==> config.mk <==
export PLATFORM = sky130hd
export DESIGN_NAME = uart_tx_fifo
export DESIGN_NICKNAME = d
export VERILOG_FILES = /design/src/rtl/uart_tx_fifo.sv
export SDC_FILE = /design/constraint.sdc
export NUM_CORES = 1
export LEC_CHECK = 0
export CORE_ASPECT_RATIO = 1.4
export CORE_MARGIN = 5
export CORE_UTILIZATION = 60
export CTS_BUF_LIST = sky130_fd_sc_hd__clkbuf_4 sky130_fd_sc_hd__clkbuf_8
export CTS_CLUSTER_SIZE = 40
export DETAILED_ROUTE_END_ITERATION = 12
export GPL_TIMING_DRIVEN = 0
export PLACE_DENSITY = 0.8
export SYNTH_ARGS = -nofsm -noshare
export SYNTH_HDL_FRONTEND = slang
export SYNTH_SLANG_ARGS = --single-unit
==> constraint.sdc <==
create_clock -name clk -period 3.4 [get_ports clk]
set_input_delay 0.34 -clock clk [delete_from_list [all_inputs] [get_ports clk]]
set_output_delay 0.34 -clock clk [all_outputs]
set_load 0.01 [all_outputs]
==> src/rtl/uart_tx_fifo.sv <==
// uart_tx_fifo: UART transmitter with a small input FIFO.
//
// Words pushed through tx_start/tx_in are queued in a circular FIFO and
// serialised onto tx_out as start bit, DATA_WIDTH data bits (LSB first),
// optional parity bit and one or two stop bits.  Bit timing is OVERSAMPLE
// pulses of the external tick strobe per bit.  Queued words go out
// back-to-back with no idle bit, and each finished frame pulses tx_dv.
//
// Ports:
//   clk          system clock
//   rst_n        asynchronous active-low reset
//   tick         one-clock oversampling strobe
//   parity_mode  00/11 none, 01 even, 10 odd (latched per frame at pop)
//   two_stop     0 one stop bit, 1 two stop bits (latched per frame at pop)
//   tx_start     push strobe, accepted on any clock where tx_ready is high
//   tx_in        word to push
//   tx_ready     FIFO not full
//   tx_out       registered serial line, idle high
//   tx_busy      frame in progress or FIFO non-empty
//   tx_dv        one-clock pulse when a frame's last stop bit completes
//   fifo_count   words queued, not counting the word in the shifter

module uart_tx_fifo #(
  parameter int DATA_WIDTH = 8,
  parameter int OVERSAMPLE = 16,
  parameter int FIFO_DEPTH = 4
) (
  input  logic                          clk,
  input  logic                          rst_n,
  input  logic                          tick,
  input  logic [1:0]                    parity_mode,
  input  logic                          two_stop,
  input  logic                          tx_start,
  input  logic [DATA_WIDTH-1:0]         tx_in,
  output logic                          tx_ready,
  output logic                          tx_out,
  output logic                          tx_busy,
  output logic                          tx_dv,
  output logic [$clog2(FIFO_DEPTH):0]   fifo_count
);

  localparam int PW = $clog2(FIFO_DEPTH);
  localparam int CW = $clog2(OVERSAMPLE);
  localparam int BW = $clog2(DATA_WIDTH);
  localparam logic [CW-1:0] TICK_LAST = CW'(OVERSAMPLE - 1);
  localparam logic [BW-1:0] BIT_LAST  = BW'(DATA_WIDTH - 1);
  localparam logic [PW:0]   FIFO_FULL = (PW+1)'(FIFO_DEPTH);

  typedef enum logic [2:0] {
    S_IDLE   = 3'd0,
    S_START  = 3'd1,
    S_DATA   = 3'd2,
    S_PARITY = 3'd3,
    S_STOP   = 3'd4
  } state_t;

  // Parity bit for a word: even sends the XOR of the data, odd its inverse.
  function automatic logic calc_parity(input logic [DATA_WIDTH-1:0] data,
                                       input logic [1:0] mode);
    logic x;
    x = ^data;
    if (mode == 2'b10) begin
      calc_parity = ~x;
    end else begin
      calc_parity = x;
    end
  endfunction

  // Parity is only enabled for the two explicit modes; 00 and 11 mean none.
  function automatic logic parity_enabled(input logic [1:0] mode);
    parity_enabled = (mode == 2'b01) || (mode == 2'b10);
  endfunction

  state_t                 state_q, state_d;
  logic [DATA_WIDTH-1:0]  mem_q [FIFO_DEPTH];
  logic [PW-1:0]          wr_ptr_q, wr_ptr_d;
  logic [PW-1:0]          rd_ptr_q, rd_ptr_d;
  logic [PW:0]            count_q, count_d;
  logic [DATA_WIDTH-1:0]  shift_q, shift_d;
  logic [CW-1:0]          tick_cnt_q, tick_cnt_d;
  logic [BW-1:0]          bit_cnt_q, bit_cnt_d;
  logic                   stop_bit_q, stop_bit_d;
  logic                   par_en_q, par_en_d;
  logic                   par_bit_q, par_bit_d;
  logic                   two_stop_q, two_stop_d;
  logic                   tx_out_q, tx_out_d;
  logic                   tx_dv_q, tx_dv_d;
  logic                   tx_busy_q, tx_busy_d;

  logic                   push_s;
  logic                   pop_s;
  logic                   fifo_empty_s;
  logic                   bit_end_s;

  assign tx_ready     = (count_q != FIFO_FULL);
  assign fifo_empty_s = (count_q == (PW+1)'(0));
  // A push when full is dropped even if a pop frees a slot this same cycle.
  assign push_s       = tx_start && tx_ready;
  assign bit_end_s    = tick && (tick_cnt_q == TICK_LAST);

  assign tx_out     = tx_out_q;
  assign tx_dv      = tx_dv_q;
  assign tx_busy    = tx_busy_q;
  assign fifo_count = count_q;

  // FIFO pointer and occupancy next-state.
  always_comb begin
    wr_ptr_d = wr_ptr_q;
    rd_ptr_d = rd_ptr_q;
    count_d  = count_q;
    if (push_s) begin
      wr_ptr_d = wr_ptr_q + PW'(1);
    end else begin
      wr_ptr_d = wr_ptr_q;
    end
    if (pop_s) begin
      rd_ptr_d = rd_ptr_q + PW'(1);
    end else begin
      rd_ptr_d = rd_ptr_q;
    end
    case ({push_s, pop_s})
      2'b10:   count_d = count_q + (PW+1)'(1);
      2'b01:   count_d = count_q - (PW+1)'(1);
      default: count_d = count_q;
    endcase
  end

  // Transmit FSM: next state, shifter, per-frame config and line value.
  always_comb begin
    state_d    = state_q;
    pop_s      = 1'b0;
    shift_d    = shift_q;
    bit_cnt_d  = bit_cnt_q;
    stop_bit_d = stop_bit_q;
    par_en_d   = par_en_q;
    par_bit_d  = par_bit_q;
    two_stop_d = two_stop_q;
    tick_cnt_d = tick_cnt_q;
    tx_dv_d    = 1'b0;
    tx_out_d   = 1'b1;

    case (state_q)
      S_IDLE: begin
        if (!fifo_empty_s) begin
          pop_s   = 1'b1;
          state_d = S_START;
        end else begin
          state_d = S_IDLE;
        end
      end
      S_START: begin
        if (bit_end_s) begin
          state_d   = S_DATA;
          bit_cnt_d = BW'(0);
        end else begin
          state_d = S_START;
        end
      end
      S_DATA: begin
        if (bit_end_s) begin
          shift_d = shift_q >> 1;
          if (bit_cnt_q == BIT_LAST) begin
            state_d    = par_en_q ? S_PARITY : S_STOP;
            stop_bit_d = 1'b0;
          end else begin
            bit_cnt_d = bit_cnt_q + BW'(1);
          end
        end else begin
          state_d = S_DATA;
        end
      end
      S_PARITY: begin
        if (bit_end_s) begin
          state_d    = S_STOP;
          stop_bit_d = 1'b0;
        end else begin
          state_d = S_PARITY;
        end
      end
      S_STOP: begin
        if (bit_end_s) begin
          if (two_stop_q && !stop_bit_q) begin
            // First of two stop bits: stay in STOP for another bit time.
            stop_bit_d = 1'b1;
          end else begin
            tx_dv_d = 1'b1;
            if (!fifo_empty_s) begin
              pop_s   = 1'b1;
              state_d = S_START;
            end else begin
              state_d = S_IDLE;
            end
          end
        end else begin
          state_d = S_STOP;
        end
      end
      default: begin
        state_d = S_IDLE;
      end
    endcase

    // Pop loads the shifter and freezes the line config for this frame.
    if (pop_s) begin
      shift_d    = mem_q[rd_ptr_q];
      par_en_d   = parity_enabled(parity_mode);
      par_bit_d  = calc_parity(mem_q[rd_ptr_q], parity_mode);
      two_stop_d = two_stop;
    end else begin
      par_en_d   = par_en_q;
      par_bit_d  = par_bit_q;
      two_stop_d = two_stop_q;
    end

    // Tick counter restarts on every state entry and wraps at each bit end.
    if ((state_d != state_q) || (state_q == S_IDLE)) begin
      tick_cnt_d = CW'(0);
    end else if (bit_end_s) begin
      tick_cnt_d = CW'(0);
    end else if (tick) begin
      tick_cnt_d = tick_cnt_q + CW'(1);
    end else begin
      tick_cnt_d = tick_cnt_q;
    end

    // The line register follows the state being entered.
    case (state_d)
      S_IDLE:   tx_out_d = 1'b1;
      S_START:  tx_out_d = 1'b0;
      S_DATA:   tx_out_d = shift_d[0];
      S_PARITY: tx_out_d = par_bit_d;
      S_STOP:   tx_out_d = 1'b1;
      default:  tx_out_d = 1'b1;
    endcase

    tx_busy_d = (state_q != S_IDLE) || !fifo_empty_s;
  end

  // State, FIFO and output registers.
  always_ff @(posedge clk or negedge rst_n) begin
    if (!rst_n) begin
      state_q    <= S_IDLE;
      wr_ptr_q   <= PW'(0);
      rd_ptr_q   <= PW'(0);
      count_q    <= (PW+1)'(0);
      shift_q    <= DATA_WIDTH'(0);
      tick_cnt_q <= CW'(0);
      bit_cnt_q  <= BW'(0);
      stop_bit_q <= 1'b0;
      par_en_q   <= 1'b0;
      par_bit_q  <= 1'b0;
      two_stop_q <= 1'b0;
      tx_out_q   <= 1'b1;
      tx_dv_q    <= 1'b0;
      tx_busy_q  <= 1'b0;
      for (int i = 0; i < FIFO_DEPTH; i++) begin
        mem_q[i] <= DATA_WIDTH'(0);
      end
    end else begin
      state_q    <= state_d;
      wr_ptr_q   <= wr_ptr_d;
      rd_ptr_q   <= rd_ptr_d;
      count_q    <= count_d;
      shift_q    <= shift_d;
      tick_cnt_q <= tick_cnt_d;
      bit_cnt_q  <= bit_cnt_d;
      stop_bit_q <= stop_bit_d;
      par_en_q   <= par_en_d;
      par_bit_q  <= par_bit_d;
      two_stop_q <= two_stop_d;
      tx_out_q   <= tx_out_d;
      tx_dv_q    <= tx_dv_d;
      tx_busy_q  <= tx_busy_d;
      if (push_s) begin
        mem_q[wr_ptr_q] <= tx_in;
      end
    end
  end

endmodule

# --- Yosys cells after proc, flatten, opt, wreduce, memory -nomap -nowiden ---
# Cells that the tools add are included.
totals:
  in_bits: 15
  regBits: 64
  output_inout_bits: 7
classes:
  mux: 42
  n_addsub: 6
  n_bitwise: 3
  n_eq_ne: 22
  n_reduce_logical: 22
  magnitude_cmp: 3
op_table:
  columns: ["operator", "count"]
  rows:
  - ["$mux W8", 6]
  - ["$bwmux W32", 1]
  - ["$mux W3", 9]
  - ["$bmux W8 S2", 1]
  - ["$demux W8 S2", 1]
  - ["$pmux W3 S5", 1]
  - ["$mux W1", 14]
  - ["$ne A2 B2 Y1 const B", 7]
  - ["$eq A3 B2 Y1 const B", 4]
  - ["$mux W4", 3]
  - ["$pmux W3 S2", 2]
  - ["$reduce_bool A3 Y1", 3]
  - ["$reduce_bool A2 Y1", 4]
  - ["$reduce_xor A8 Y1", 1]
  - ["$add A3 B1 Y3 const B", 2]
  - ["$eq A3 B1 Y1 const B", 2]
  - ["$eq A3 B3 Y1 const B", 2]
  - ["$ge A3 B3 Y1 const B", 2]
  - ["$logic_not A3 Y1", 2]
  - ["$not A2 Y3", 2]
  - ["$pmux W1 S3", 2]
  - ["$reduce_and A6 Y1", 1]
  - ["$add A2 B1 Y2 const B", 2]
  - ["$add A4 B1 Y4 const B", 1]
  - ["other kinds (15)", 23]

# --- Logic depth before layout (Yosys ltp) ---
# Gate-level depths: netlist of the first run.
depth:
  depth_word: 9
  mapped_depth: 13
  ltp_nobuf: 11

# --- Least setup slack after synthesis of the first run ---
# OpenSTA, ideal clock, no wires.
synth_timing:
  path_type: "reg2reg"
  start: "reg tick_cnt_q[0]"
  end: "reg count_q[2], in the netlist fifo_count[2]"
  stages_incl_launch_ff: 14
  period_less_slack_ns: 2.745
  arrival_time_ns: 2.666
  path_buffers: 2
  required_time_ns: 3.321
  path_slack_ns: 0.655
  path_cell_list: "dfrtp_1 > ha_1 > and4_1 > buf_2 > o21ai_1 > a2111o_1 > inv_2 > buf_6 > ha_1 > inv_1 > fa_1 > xor2_1 > nor2_1 > xor2_1"
synth_between:
  elab_chain_cells: 6
  word_cells_on_any_way: 8
  cone_classes: "3 x eq/ne; 3 x mux; 2 x reduce/logical"
synth_lines:
  columns: ["element", "line_no", "rtl"]
  rows:
  - ["start: declaration", "80", "logic [CW-1:0] tick_cnt_q, tick_cnt_d;"]
  - ["start signal: assignment", "265", "tick_cnt_q <= tick_cnt_d;"]
  - ["$eq A4 B4 Y1 *", "99", "assign bit_end_s = tick && (tick_cnt_q == TICK_LAST);"]
  - ["$logic_and A1 B1 Y1 *", "99", null]
  - ["$mux W1 *", "181", "if (bit_end_s) begin"]
  - ["$pmux W1 S2 *", "142", "case (state_q)"]
  - ["$eq A2 B1 Y1 / $eq A2 B2 Y1 (equally long branches)", "121", "case ({push_s, pop_s})"]
  - ["$pmux W3 S2 / $reduce_bool A2 Y1 (equally long branches)", null, null]
  - ["end signal: assignment", "245", "count_q <= (PW+1)'(0);"]
  - ["end signal: assignment", "263", "count_q <= count_d;"]
  - ["end: declaration", "78", "logic [PW:0] count_q, count_d;"]
# Every way passes the cells marked *; elsewhere a longest branch is shown, timed or not.
# A chain may end at the register's enable or synchronous reset.

# --- Worst setup path in the final report of the first run ---
# Ends and elaborated chain as after synthesis.

==> results by group, run 1 <==
Detailed routing
  • Top routing layer in use: met4
  • Detail Route Antenna Nets: 0
  • WL/cell: 15.5 µm
  • Met3 wire length: 158 µm
  • Vias/cell: 5.58
  • Met1 WL: 2270 µm
  • Met2 routed WL: 2920 µm
  • Initial DRC count: 68
  • Vias: 1,970
  • DRC Markers: 0
  • Router iterations before antenna repair: 4
  • DRT Wirelength: 5480 µm

Power and ir drop
  • Max VDD drop: 0.000683 V
  • Design Power: 3.69 mW
  • Leak: 1.65 nW
  • Pwr/cell area: 1010 mW/mm²

Cells and area
  • Finished Layout Cells: 353
  • Commonest cells after routing, fill and taps aside: dfrtp_1, mux2_2, nand2_1
  • Fin nets: 307
  • Register Area: 0.00160 mm²
  • Commonest non-fill, non-tap cell in the layout: dfrtp_1
  • Inserted Diodes: 0
  • Layout cells sized above 1: 22.6%
  • Multi-input logic area: 0.00138 mm²
  • Area delta synth->final: 17.7%
  • Fillers: 352

Timing
  • Minimum clock period: 3.05 ns
  • Slew of the pin with the lowest slew margin: 0.784 ns
  • Final period utilization: 89.8%
  • Slew Limit Fails: 0
  • Worst slew margin: 47.8%
  • Worst setup margin: 0.347 ns
  • Final setup skew: 0.00649 ns
  • Hold violation total from the final report: 0
  • F_max: 0.328 GHz
  • RSZ-0062 raised after global routing: no
  • Final setup fails: 0

Clocking
  • Clk sinks: 64
  • H-tree Lvls: 3
  • CTS clock-pin slew for the worst setup and hold paths: 0.06 ns
  • CTS tree: done
  • Post-CTS Setup Repair Bufs: 0
  • Clk buf depth: 2
  • Num CTS Buffers: 9
  • Cts hold-fix bufs: 0
  • Clk root buf: clkbuf_8
  • Clock Latency Late Sink: 0.34 ns
  • Post-CTS Resized: 0

Synth
  • Cells after synthesis: 251
  • Post-synthesis cell area: 0.00310 mm²
  • Syn nets: 276
  • Ys Warns: 0
  • Seq cells post-synth: 64
  • Post-synth EDFFs: 0
  • Register area share after synthesis: 51.7%
  • Synth Flop Type: dfrtp_1
  • Yosys cell types: 44
  • Async SR Flop Fraction: 100%
  • Mean Syn Cell Area: 12.3 µm²

Worst hold path
  • Hold crit path type: in -> async

Die
  • Initial core utilization: 61.0%
  • Die area: 0.00672 mm²
  • IO Pins: 22
  • Core area: 0.00508 mm²
  • DIE WIDTH: 70.7 µm
  • Row cnt: 31
  • Chip height: 95.0 µm

Place
  • DP Cell Count: 337
  • Port Buffers: 20
  • Final HPWL DP: 3820 µm
  • Routability cong.: 0.777
  • Placement Setup Slack: 0.352 ns

Setup path
  • Crit path max fanout: 10
  • CP Capture Type: register
  • Critical path startpoint category: register
  • Kind of critical path: reg -> reg
  • Arrival @ worst endpoint: 3.31 ns
  • CP max-delay cell: a2111o_1
  • Crit-path max cell delay: 0.48 ns
  • Worst Path Required: 3.66 ns
  • Cells along the critical path: ha_1 -> and4_1 -> buf_2 -> o21ai_1 -> a2111o_1 -> inv_2 -> buf_6 -> ha_1 -> inv_1 -> fa_1 -> xor2_1 -> nor2_1 -> xor2_1

Outcome
  • Status: completed

Global routing
  • Vias in the first global route: 2,062
  • Total track usage: 18.4%
  • Largest net degree at the start of global routing: 65
  • Initial antenna violation count: 0
  • First-pass GRT wire length: 9510 µm
  • Grt ovf: 0

Run
  • Max_cap viols: 0
[critical path, delay by kind of cell, from the launching register on]
family	cells	cell delay, ns
fa+ha+maj	3	0.80
xor+xnor	2	0.29
simple gates	2	0.30
compound gates	2	0.63
buf+inv	4	0.55
flops	1	0.41
[cell families (layout without fill, tap and decap cells)]
family / Yosys count / after routing / share of synthesized area, %
adders and majority gates: 10 / 10 / 4.28
muxes: 47 / 47 / 20.3
xor gates and xnor gates: 14 / 14 / 4.64
DFF: 64 / 64 / 51.7
buffers and inverters: 24 / 60 / 3.67
AOI/OAI and AO/OA: 32 / 32 / 6.58
and+or+nand+nor: 60 / 60 / 8.80
[sequential cells by signal, summed over array words and instances (netlist names)]
signal / count
stop_bit_q: 1
tx_out: 1
tick_cnt_q: 4
par_bit_q: 1
par_en_q: 1
fifo_count: 3
wr_ptr_q: 2
two_stop_q: 1
tx_dv: 1
state_q: 3
rd_ptr_q: 2
tx_busy: 1
bit_cnt_q: 3
mem_q: 32
shift_q: 8
[final cells by class]
type,instances,area share (%)
flip-flops and latches,64,44.0
multi-input cells,163,37.9
repair buffers,20,5.42
clock buffers,10,3.77
clock inverters,6,3.57
well taps,66,2.26
plain buffers,11,1.78
inverters,13,1.34
[layer usage]
layer / up-vias / global-route usage, %
met5: - / 0
met4: 0 / 10.7
met3: 12 / 3.16
met2: 25 / 32.3
met1: 981 / 21.0
li1: 952 / -
[final timing paths]
path / startpoint / endpoint / slack [ns] / depth (start not counted)
min in group clk: tick / tick_cnt_q[0] / 0.32 / 3
max: tick_cnt_q[0] / fifo_count[2] / 0.35 / 13
max reg2reg: tick_cnt_q[0] / fifo_count[2] / 0.35 / 13
min: rst_n / tick_cnt_q[2] / 0.07 / 1
min reg2reg: par_bit_q / par_bit_q / 0.49 / 2
max in group asynchronous: rst_n / bit_cnt_q[2] / 2.81 / 1
[where the power goes]
part	switching (mW)	internal [mW]	total, mW	leakage [nW]
registers	0.191	1.11	1.30	0.769
clock network	0.288	0.579	0.866	0.136
logic	0.665	0.856	1.52	0.746
[through the flow]
stage	area, µm²	setup TNS, ns	utilization (%)	hold slack, ns
floorplan	3100	0	-	0.0444
global placement	3380	-4.90	66.5	0.462
detailed placement	3380	0	66.5	0.475
CTS	3650	0	71.8	0.106
global route	3650	0	71.8	0.150
finish	3650	0	71.8	0.0738
[synthesized netlist by cell type (all sizes together) (2+ instances only)]
library cell  instances  area share [%]
nor3                  4            0.65
mux2i                 5             1.6
a21oi                 3            0.48
clkbuf                5            0.65
ha                    9             3.6
mux2                 34              12
o211ai                3            0.73
nand2b                2            0.40
buf                   6             1.5
xnor2                 8             2.5
xor2                  5             1.4
nor2b                 2            0.40
nand3                 9             1.5
nand2                22             2.7
a22o                  2            0.57
inv                  13             1.6
dfrtp                63              51
nor2                 15             1.8
o21ai                16             2.6
mux4                  8             6.3
Power figures use the tool's default switching activity.
==> run 2: changes to the inputs <==
CORE_ASPECT_RATIO = 1.75   (was 1.4)
==> run 2 against run 1 <==
Effect of this change:
- sequential share of layout area rose by 0.91 points
- first-iteration DRC count rose by 37%
- sequential power about the same
- critical endpoint unchanged
- global-route usage increased by 0.24 points
- hold slack got worse by 0.069 ns
- die area rose by 0.54%
- non-clock buffer count is 1 higher
- clock power down 28%
- power shrank 6.2%
- register-to-register slack about the same
==> results by group, run 2 (same netlist as run 1, synthesis figures left out) <==
Outcome
  • Status: completed

Timing
  • Slew Limit Fails: 0
  • Final period utilization: 90.1%
  • F_max: 0.327 GHz
  • Final setup skew: 0.00720 ns
  • Worst setup margin: 0.338 ns
  • Minimum clock period: 3.06 ns
  • RSZ-0062 raised after global routing: no
  • Hold violation total from the final report: 0
  • Slew of the pin with the lowest slew margin: 0.590 ns
  • Total negative setup slack: 0 ns
  • Worst slew margin: 60.7%
  • Final setup fails: 0

Die
  • IO Pins: 22
  • DIE WIDTH: 64.3 µm
  • Chip height: 105 µm
  • Initial core utilization: 62.2%
  • Row cnt: 34
  • Core area: 0.00498 mm²
  • Die area: 0.00676 mm²

Clocking
  • CTS clock-pin slew for the worst setup and hold paths: 0.07 ns
  • Post-CTS Setup Repair Bufs: 0
  • Clk root buf: clkbuf_8
  • CTS tree: done
  • Post-CTS Resized: 0
  • Clock Latency Late Sink: 0.33 ns
  • Clk buf depth: 2
  • Num CTS Buffers: 9
  • H-tree Lvls: 3
  • Cts hold-fix bufs: 0
  • Clk sinks: 64

Setup path
  • CP Capture Type: register
  • Critical path startpoint category: register
  • Worst reg2reg path endpoint: fifo_count[2]
  • Kind of critical path: reg -> reg
  • Reg2reg setup slack: 0.34 ns
  • Reg2Reg Depth: 13
  • Worst Path Required: 3.66 ns
  • Crit path max fanout: 10
  • FF-to-FF Start: tick_cnt_q[0]
  • Arrival @ worst endpoint: 3.32 ns

Worst hold path
  • Hold crit path type: in -> async

Global routing
  • Initial antenna violation count: 0
  • Grt ovf: 0
  • Vias in the first global route: 2,066
  • First-pass GRT wire length: 9860 µm
  • Largest net degree at the start of global routing: 41
  • Total track usage: 18.6%

Place
  • Routability cong.: 0.821
  • DP Cell Count: 326
  • Final HPWL DP: 4040 µm
  • Port Buffers: 20
  • Placement Setup Slack: 0.352 ns
  • Area after DPL: 0.00338 mm²

Detailed routing
  • Detail Route Antenna Nets: 0
  • WL/cell: 16.1 µm
  • Initial DRC count: 93
  • DRC Markers: 0
  • Router iterations before antenna repair: 5
  • DRT Wirelength: 5510 µm
  • Vias: 1,984
  • Vias/cell: 5.80

Cells and area
  • Fillers: 355
  • Finished Layout Cells: 342
  • Area delta synth->final: 15.3%
  • Layout cells sized above 1: 22.9%
  • Largest regs: mem_q x32, shift_q x8, tick_cnt_q x4
  • Inserted Diodes: 0
  • Core Util, Final: 71.8%
  • Commonest cells after routing, fill and taps aside: dfrtp_1, mux2_2, nand2_1
  • Largest register FFs: 32
  • Fin nets: 308
  • Final Cell Area: 0.00357 mm²
  • Commonest non-fill, non-tap cell in the layout: dfrtp_1
  • Biggest register: mem_q

Power and ir drop
  • Clock share of power: 18.0%
  • Total internal power: 2.31 mW
  • Max VDD drop: 0.000624 V
  • Leak: 1.62 nW
  • Psw: 1.15 mW
  • Seq pwr share: 37.6%
  • Combinational power share: 44.4%
  • Pwr/cell area: 969 mW/mm²
  • Sw frac: 33.1%

Run
  • Max_cap viols: 0
run 2: critical path, cell delays in order (launching register included):
cell and delay, ns:
dfrtp_1 0.41, ha_1 0.23, and4_1 0.20, buf_2 0.19
o21ai_1 0.15, a2111o_1 0.48, inv_2 0.15, buf_6 0.16
ha_1 0.18, inv_1 0.06, fa_1 0.37, xor2_1 0.15
nor2_1 0.11, xor2_1 0.14
run 2: final cells by class:
cell class | instances | area [µm²] | share of cell area (%)
Clock inverter | 6 | 60.1 | 1.68
Sequential cell | 64 | 1600 | 44.9
Timing Repair Buffer | 21 | 215 | 6.02
Tap cell | 54 | 67.6 | 1.89
Multi-Input combinational cell | 163 | 1380 | 38.7
Clock buffer | 10 | 131 | 3.68
Inverter | 13 | 48.8 | 1.37
Buffer | 11 | 65.1 | 1.82
run 2: worst max path at each step:
stage,startpoint,end
after CTS,tick_cnt_q[0],fifo_count[2]
final,tick_cnt_q[0],fifo_count[2]
after global placement,rst_n,mem_q[6]
after detailed placement,tick_cnt_q[0],fifo_count[2]
after global routing,tick_cnt_q[0],fifo_count[2]
after floorplan,tick_cnt_q[0],fifo_count[2]
run 2: power by group through the flow:
stage | clock, mW | sequential (mW) | combinational (mW)
CTS | 0.638 | 1.30 | 1.56
floorplan | 0 | 1.27 | 1.23
global route | 0.676 | 1.35 | 1.73
finish | 0.623 | 1.30 | 1.54
global placement | 0 | 1.29 | 1.50
detailed placement | 0 | 1.32 | 1.55
run 2: metal layers:
layer / global-route usage, % / up-vias / wire length (µm)
met4: 7.42 / 0 / 99
met1: 22.5 / 985 / 2180
met3: 4.19 / 7 / 215
met2: 31.6 / 39 / 3010
met5: 0 / - / 0
li1: - / 953 / -
run 2: through the flow:
step | power [mW] | hold slack [ns]
2_1_floorplan | 2.50 | 0.0444
3_3_place_gp | 2.80 | 0.463
3_5_place_dp | 2.87 | 0.378
4_1_cts | 3.50 | 0.00879
5_1_grt | 3.75 | 0.0525
6_report | 3.46 | 0.00465
